<file path="src/rtl/fir_filter_param.sv">
// fir_filter_param: N-tap signed FIR, one time-multiplexed MAC, runtime-loadable coefficients.
// Latency: sample accepted at edge E0 -> out_valid strobes in the cycle after edge E0+TAPS.
// Backpressure: in_ready is low for the TAPS MAC cycles; the output has no backpressure.
module fir_filter_param #(
  parameter int DATA_W = 16,
  parameter int COEF_W = 16,
  parameter int TAPS   = 4,
  parameter int OUT_W  = 36
) (
  input  logic                    clk,
  input  logic                    rst_n,
  input  logic                    in_valid,
  output logic                    in_ready,
  input  logic [DATA_W-1:0]       in_sample,
  output logic                    out_valid,
  output logic [OUT_W-1:0]        out_sample,
  input  logic                    coef_we,
  input  logic [$clog2(TAPS)-1:0] coef_addr,
  input  logic [COEF_W-1:0]       coef_data,
  input  logic                    flush
);
  localparam int KW = $clog2(TAPS);
  localparam int PW = DATA_W + COEF_W;

  typedef enum logic {IDLE, MAC} state_t;
  state_t state, state_nxt;

  logic [DATA_W-1:0] x_line [TAPS];
  logic [COEF_W-1:0] coef   [TAPS];
  logic [OUT_W-1:0]  acc;
  logic [KW-1:0]     k;

  logic              accept;
  logic              mac_last;
  logic              coef_wr;
  logic              flush_do;
  logic [DATA_W-1:0] x_cur;
  logic [COEF_W-1:0] c_cur;
  logic [PW-1:0]     x_ext;
  logic [PW-1:0]     c_ext;
  logic [PW-1:0]     prod;
  logic [OUT_W-1:0]  sum;

  // Single MAC: operands sign-extended to the full product width so the
  // product is exact, then sign-extended again into the accumulator width.
  assign x_cur = x_line[k];
  assign c_cur = coef[k];
  assign x_ext = {{COEF_W{x_cur[DATA_W-1]}}, x_cur};
  assign c_ext = {{DATA_W{c_cur[COEF_W-1]}}, c_cur};
  assign prod  = $signed(c_ext) * $signed(x_ext);
  assign sum   = acc + {{(OUT_W-PW){prod[PW-1]}}, prod};

  // State register.
  always_ff @(posedge clk) begin
    if (!rst_n) begin
      state <= IDLE;
    end else begin
      state <= state_nxt;
    end
  end

  // Next state and control strobes; flush takes priority over a sample accept.
  always_comb begin
    state_nxt = state;
    in_ready  = 1'b0;
    accept    = 1'b0;
    mac_last  = 1'b0;
    coef_wr   = 1'b0;
    flush_do  = 1'b0;
    case (state)
      IDLE: begin
        in_ready = 1'b1;
        coef_wr  = coef_we;
        flush_do = flush;
        if (!flush && in_valid) begin
          accept    = 1'b1;
          state_nxt = MAC;
        end
      end
      MAC: begin
        if (k == KW'(TAPS-1)) begin
          mac_last  = 1'b1;
          state_nxt = IDLE;
        end
      end
      default: state_nxt = IDLE;
    endcase
  end

  // Coefficient bank: pass-through after reset, writable only while idle.
  // Addresses with no matching tap decode to nothing and are dropped.
  always_ff @(posedge clk) begin
    if (!rst_n) begin
      for (int i = 0; i < TAPS; i++) begin
        coef[i] <= (i == 0) ? COEF_W'(1) : '0;
      end
    end else if (coef_wr) begin
      for (int i = 0; i < TAPS; i++) begin
        if (coef_addr == KW'(i)) begin
          coef[i] <= coef_data;
        end
      end
    end
  end

  // Delay line: x[0] is the newest sample; flush clears the history.
  always_ff @(posedge clk) begin
    if (!rst_n || flush_do) begin
      for (int i = 0; i < TAPS; i++) begin
        x_line[i] <= '0;
      end
    end else if (accept) begin
      x_line[0] <= in_sample;
      for (int i = 1; i < TAPS; i++) begin
        x_line[i] <= x_line[i-1];
      end
    end
  end

  // Accumulator, tap counter and output register; out_valid is a single-cycle strobe.
  always_ff @(posedge clk) begin
    if (!rst_n) begin
      acc        <= '0;
      k          <= '0;
      out_valid  <= 1'b0;
      out_sample <= '0;
    end else begin
      out_valid <= 1'b0;
      if (accept) begin
        acc <= '0;
        k   <= '0;
      end else if (state == MAC) begin
        acc <= sum;
        k   <= k + KW'(1);
        if (mac_last) begin
          out_sample <= sum;
          out_valid  <= 1'b1;
        end
      end
    end
  end

endmodule

</file>
<file path="config.mk">
export PLATFORM = sky130hd
export DESIGN_NAME = fir_filter_param
export DESIGN_NICKNAME = d
export VERILOG_FILES = /design/src/rtl/fir_filter_param.sv
export SDC_FILE = /design/constraint.sdc
export NUM_CORES = 1
export LEC_CHECK = 0
export BUFFER_PORTS_ARGS = -buffer_cell sky130_fd_sc_hd__buf_2
export CAP_MARGIN = 10
export CELL_PAD_IN_SITES_DETAIL_PLACEMENT = 2
export CELL_PAD_IN_SITES_GLOBAL_PLACEMENT = 2
export CORE_MARGIN = 1
export CORE_UTILIZATION = 45
export DETAILED_ROUTE_END_ITERATION = 16
export PLACE_DENSITY = 0.89
export SLEW_MARGIN = 20
export SYNTH_ARGS = -nofsm -noshare
export SYNTH_HDL_FRONTEND = slang
export SYNTH_SLANG_ARGS = --single-unit
</file>
<file path="constraint.sdc">
create_clock -name clk -period 16.05 [get_ports clk]
set_clock_uncertainty 0.15 [all_clocks]
set_input_delay 3.21 -clock clk [delete_from_list [all_inputs] [get_ports clk]]
set_output_delay 3.21 -clock clk [all_outputs]
set_load 0.02 [all_outputs]
</file>
==> flow_summary.ini, run 1 <==
[status]
status = finished, final reports clean

[global_route]
grt_max_degree = 69
antenna_found_initial = 1
grt_pass1_vias = 19121
grt_usage_pct = 38.2
grt_pass1_wl_um = 124000
grt-ovfl-total = 0

[sta]
setup_violations = 0
hold_viol = 0
max_freq_mhz = 86.7
worst_pin_slew_ps = 1240
relSlewSlack_pct = 16.8
finalSetupTns_ps = 0
maxSlewViolCount = 0
rsz0062_at_grt = false
period_share_pct = 71.9
finalCriticalPeriod_ps = 11540

[final_layout]
drive_gt1_share_pct = 9.60
ff_latch_area_mm2 = 0.00541
fillers = 4361
multi_input_area_mm2 = 0.0129
syn_to_final_growth_pct = 9.56
fin_nets = 2434
diodes = 0

[logic_synthesis]
synthCells = 1963
synth_edf_count = 128
synth-seq-cells = 206
synthTopCellsByArea = fa_1 (27%), edfxtp_1 (20%), dfxtp_1 (7.9%)
syn_area_per_cell_um2 = 10.0
seq_area_frac_synth_pct = 27.5
synth_cell_type_count = 66
synthFlopType = edfxtp_1
yosysTopAreaCellShare_pct = 26.8
synth_fp_nets = 2384
synth_top_area_cell = fa_1
yosys_warnings = 0
syn_area_mm2 = 0.0197
synth-async-reset-ratio_pct = 0

[worst_setup_path]
cp_data_arrival_time_ps = 11860
timing.setup.critical_path_class = reg -> reg
cp-start-kind = flip-flop
worst_r2r_path_depth = 31
r2r-end = out_sample[33]
crit_end = out_sample[33]
cpMostUsedCell = fa_1
cp_data_required_time_ps = 16380
critical_path.max_stage_delay_ps = 950
cp-end-kind = flip-flop
critPathBufInv = 5
rrSetupSlack_ps = 4510
critPathSlowestCell = o21ai_1
crit_family = adder cells
crit_fanout = 50
critical_path_cell_count = 31

[clock_tree]
cts.clk_slew.worst_paths_ps = 60
cts_buffers = 25
insertion_delay_ps = 590
ctsResizeCount = 0
cts_tree = done
cts_setup_buffers = 0
clk_path_buf_depth = 3
cts_max_level = 1
root_buffer = clkbuf_16
clock-sinks = 206
ctsHoldBuffers = 0

[drt]
routedWlPerCell_um = 31.8
viasPerCell = 6.12
routed_wl_um = 83200
drc = 0
drt-initial-drc-count = 961
antenna_left = 0
via_count = 16015
drtPass1Iterations = 5

[die]
fp.dieH_um = 211
fp-row-count = 76
die_w_um = 211
initial_core_util_pct = 45.7
die_area_mm2 = 0.0446
fp.coreArea_mm2 = 0.0431
io_pins = 77

[job]
cap_violations = 0

[place]
place_congestion = 0.914
dpl.hpwl_um = 54600
portBuffers = 76

[hold_path]
hp-class = reg -> reg
[final cells by class]
cell class | instances | share of cell area, %
clock buffer | 32 | 3.12
clock inverter | 13 | 0.551
inverter | 313 | 5.45
multi-input combinational | 1371 | 59.8
sequential | 206 | 25.1
tap | 585 | 3.40
timing repair buffer | 96 | 2.61
[metrics by stage]
step | instance area [um2] | util, % | worst slack (ps) | instances | hold WS [ps]
after floorplan | 19700 | - | 7020 | 1963 | 295
after global placement | 20700 | 48.1 | 6060 | 2569 | 286
after detailed placement | 20700 | 48.1 | 5230 | 2569 | 297
after CTS | 21500 | 49.9 | 4830 | 2614 | 327
after global routing | 21600 | 50.0 | 4410 | 2616 | 342
final | 21600 | 50.0 | 4510 | 2616 | 327
[sequential cells by signal (all words and copies together) (netlist names), named ones only]
register,cells
acc,36
coef,64
k,2
out_sample,36
out_valid,1
state,1
x_line,64
[cell usage after synthesis, drive strengths merged (11+ instances only)]
cell,number
xor2,16
edfxtp,128
o21ai,66
and2,163
dfxtp,78
o21a,22
nand4,11
fa,263
inv,313
ha,119
a22o,25
nand2b,15
mux2i,49
nor2,158
xnor2,46
nand3,20
clkbuf,66
a21o,24
mux2,22
mux4,11
a21oi,53
nor2b,13
nand2,184
[placed cells by master (no fill, tap or decap), types with 4 or more instances in the layout]
cell type  synthesis  layout
a211oi_1           7       7
a21o_1            24      23
a21oi_1           53      53
a22o_1            25      25
a31o_2             4       4
a31oi_1            9       9
and2_1           163     163
buf_2              2      76
buf_4              0      18
clkbuf_1          66       5
clkbuf_16          0      25
clkinv_2           0       5
dfxtp_1           78      75
edfxtp_1         128     128
fa_1             263     263
ha_1             119     119
inv_1            313     312
mux2_2            21      21
mux2i_1           49      49
mux4_2            11      11
nand2_1          184     184
nand2b_1          15      15
nand3_1           20      20
nand4_1           10      10
nor2_1           158     157
nor2b_1           12      12
nor3_1             9       7
o21a_1            22      22
o21ai_0           45      39
o21ai_1           21      21
o21ai_2            0       6
o21bai_1           4       4
o31ai_1            6       4
or2_2              4       4
or3_1              6       6
xnor2_1           46      46
xor2_1            16      16
[how the worst min path moves through the flow]
stage / from / endpoint / slack (ps) / cells after the start
floorplan: acc[33] / acc[33] / 300 / 2
global placement: out_sample[23] / out_sample[23] / 290 / 2
detailed placement: out_sample[12] / out_sample[12] / 300 / 2
CTS: out_sample[9] / out_sample[9] / 330 / 1
global route: out_sample[6] / out_sample[6] / 340 / 1
finish: out_sample[9] / out_sample[9] / 330 / 1
[per-layer routing]
| layer | vias up | wire, um | track usage, % |
|---|---|---|---|
| met2 | 819 | 42400 | 66.9 |
| met3 | 456 | 4930 | 8.52 |
| met4 | 0 | 7080 | 29.4 |
| met5 | - | 0 | 0 |
| li1 | 6427 | - | - |
| met1 | 8313 | 28800 | 39.9 |
[cells by family (layout without fill, tap and decap cells)]
kind of cell | Yosys count | count (layout) | share of synthesized area, %
flops | 206 | 206 | 27.5
xor+xnor | 63 | 63 | 2.88
fa+ha+maj | 382 | 382 | 34.3
buf+inv | 386 | 454 | 7.38
simple gates | 594 | 594 | 14.5
compound gates | 250 | 250 | 8.46
mux | 82 | 82 | 5.01
Power of run 1 is left out: the tool's default activity adds up to more than one toggle a clock period on the data nets, which glitch-free logic cannot reach.
==> run 2, diff against run 1 <==
CORE_UTILIZATION = 38   (was 45)
PLACE_DENSITY = 0.8   (was 0.89)
clock period = 10 ns   (was 16.05 ns; I/O delays follow)
==> run 2 against run 1 <==
Setup slack worse by 4100 ps; final cell count up 4.7%; via count down 8.9%; critical path type unchanged; worst hold slack worse by 18 ps; critical path depth up 4; count of clock-buffer cells in the layout unchanged; highest routed layer unchanged; non-clock buffer count up 27.
==> flow_summary.ini, run 2 (synthesis results as in run 1) <==
[global_route]
grt_pass1_vias = 16967
grt_max_degree = 65
grt-ovfl-total = 0
grt_pass1_wl_um = 97000
grt_usage_pct = 23.9
antenna_found_initial = 0

[drt]
drc = 0
routedWlPerCell_um = 22.7
viasPerCell = 5.33
drt-initial-drc-count = 649
routed_wl_um = 62300
via_count = 14596
drtPass1Iterations = 5
antenna_left = 0

[sta]
max_freq_mhz = 104
period_share_pct = 95.9
setup_violations = 0
relSlewSlack_pct = 30.2
hold_viol = 0
maxSlewViolCount = 0
worst_pin_slew_ps = 1040
finalCriticalPeriod_ps = 9590
holdWs_ps = 309
rsz0062_at_grt = true

[final_layout]
diodes = 0
reg_top3 = coef (64), x_line (64)
drive_gt1_share_pct = 10.7
mostFrequentLayoutCell = inv_1
fin_nets = 2461
utilization_pct = 42.8
most-common-layout-cells = inv_1 (312), fa_1 (263), nand2_1 (184)
syn_to_final_growth_pct = 11.5

[status]
status = finished, final reports clean

[die]
fp.dieH_um = 230
die_area_mm2 = 0.0527
fp.coreArea_mm2 = 0.0512
fp-row-count = 83
io_pins = 77
initial_core_util_pct = 38.4
die_w_um = 230

[hold_path]
hp-class = reg -> reg
worstHoldStart = out_sample[27]
min_to = out_sample[27]
hold_depth = 2

[place]
dpl.hpwl_um = 48200
place_congestion = 0.894
portBuffers = 76

[worst_setup_path]
cp_data_required_time_ps = 10280
cp_data_arrival_time_ps = 9870
critical_path.max_stage_delay_ps = 600
timing.setup.critical_path_class = reg -> reg
rrSetupSlack_ps = 410
r2r-end = out_sample[33]
cp-end-kind = flip-flop
critPathSlowestCell = o21a_1
cp-start-kind = flip-flop
crit_fanout = 38
cpMostUsedCell = fa_1
worst_r2r_path_depth = 35

[clock_tree]
cts_tree = done
cts_buffers = 25
cts_max_level = 1
ctsHoldBuffers = 0
ctsResizeCount = 0
cts_setup_buffers = 0
root_buffer = clkbuf_16
insertion_delay_ps = 560
cts.clk_slew.worst_paths_ps = 60
clk_path_buf_depth = 3
clock-sinks = 206

[job]
cap_violations = 0
[run 2: layout make-up]
cell class | instances | area, um2
Multi-Input combinational cell | 1371 | 12900
Sequential cell | 206 | 5410
Clock buffer | 32 | 672
Inverter | 313 | 1180
Fill cell | 5414 | 29300
Tap cell | 680 | 851
Timing Repair Buffer | 123 | 778
Clock inverter | 14 | 158
[run 2: stage by stage]
| stage | instance area (um2) | worst slack [ps] | std cells | setup TNS (ps) |
|---|---|---|---|---|
| 2_1_floorplan | 19700 | 970 | 1963 | 0 |
| 3_3_place_gp | 21000 | 815 | 2692 | 0 |
| 3_5_place_dp | 21000 | 481 | 2692 | 0 |
| 4_1_cts | 21900 | 308 | 2738 | 0 |
| 5_1_grt | 21900 | -117 | 2739 | -146 |
| 6_report | 21900 | 412 | 2739 | 0 |
[run 2: how the worst max path moves through the flow]
stage	endpoint	slack, ps	depth (start not counted)
after floorplan	out_sample[33]	970	37
after global placement	out_sample[33]	810	33
after CTS	out_sample[33]	310	33
after detailed placement	acc[35]	480	27
final	out_sample[33]	410	35
after global routing	acc[35]	-120	27
[run 2: worst max-delay path, delay by kind of cell, from the launching register on]
family / cells / cell delay [ps]
buf+inv: 6 / 660
flops: 1 / 520
mux: 1 / 180
xor+xnor: 1 / 140
compound gates: 14 / 3340
simple gates: 5 / 980
fa+ha+maj: 8 / 3440
[run 2: layer usage]
layer  vias up  part of all wire (%)  global-route usage [%]
li1       6472                     -                       -
met1      7716                    40                    28.3
met2       279                    54                    44.6
met3       129                   3.4                    2.61
met4         0                   3.1                    7.92
met5         -                     0                       0
Power of run 2 is left out for the same reason.
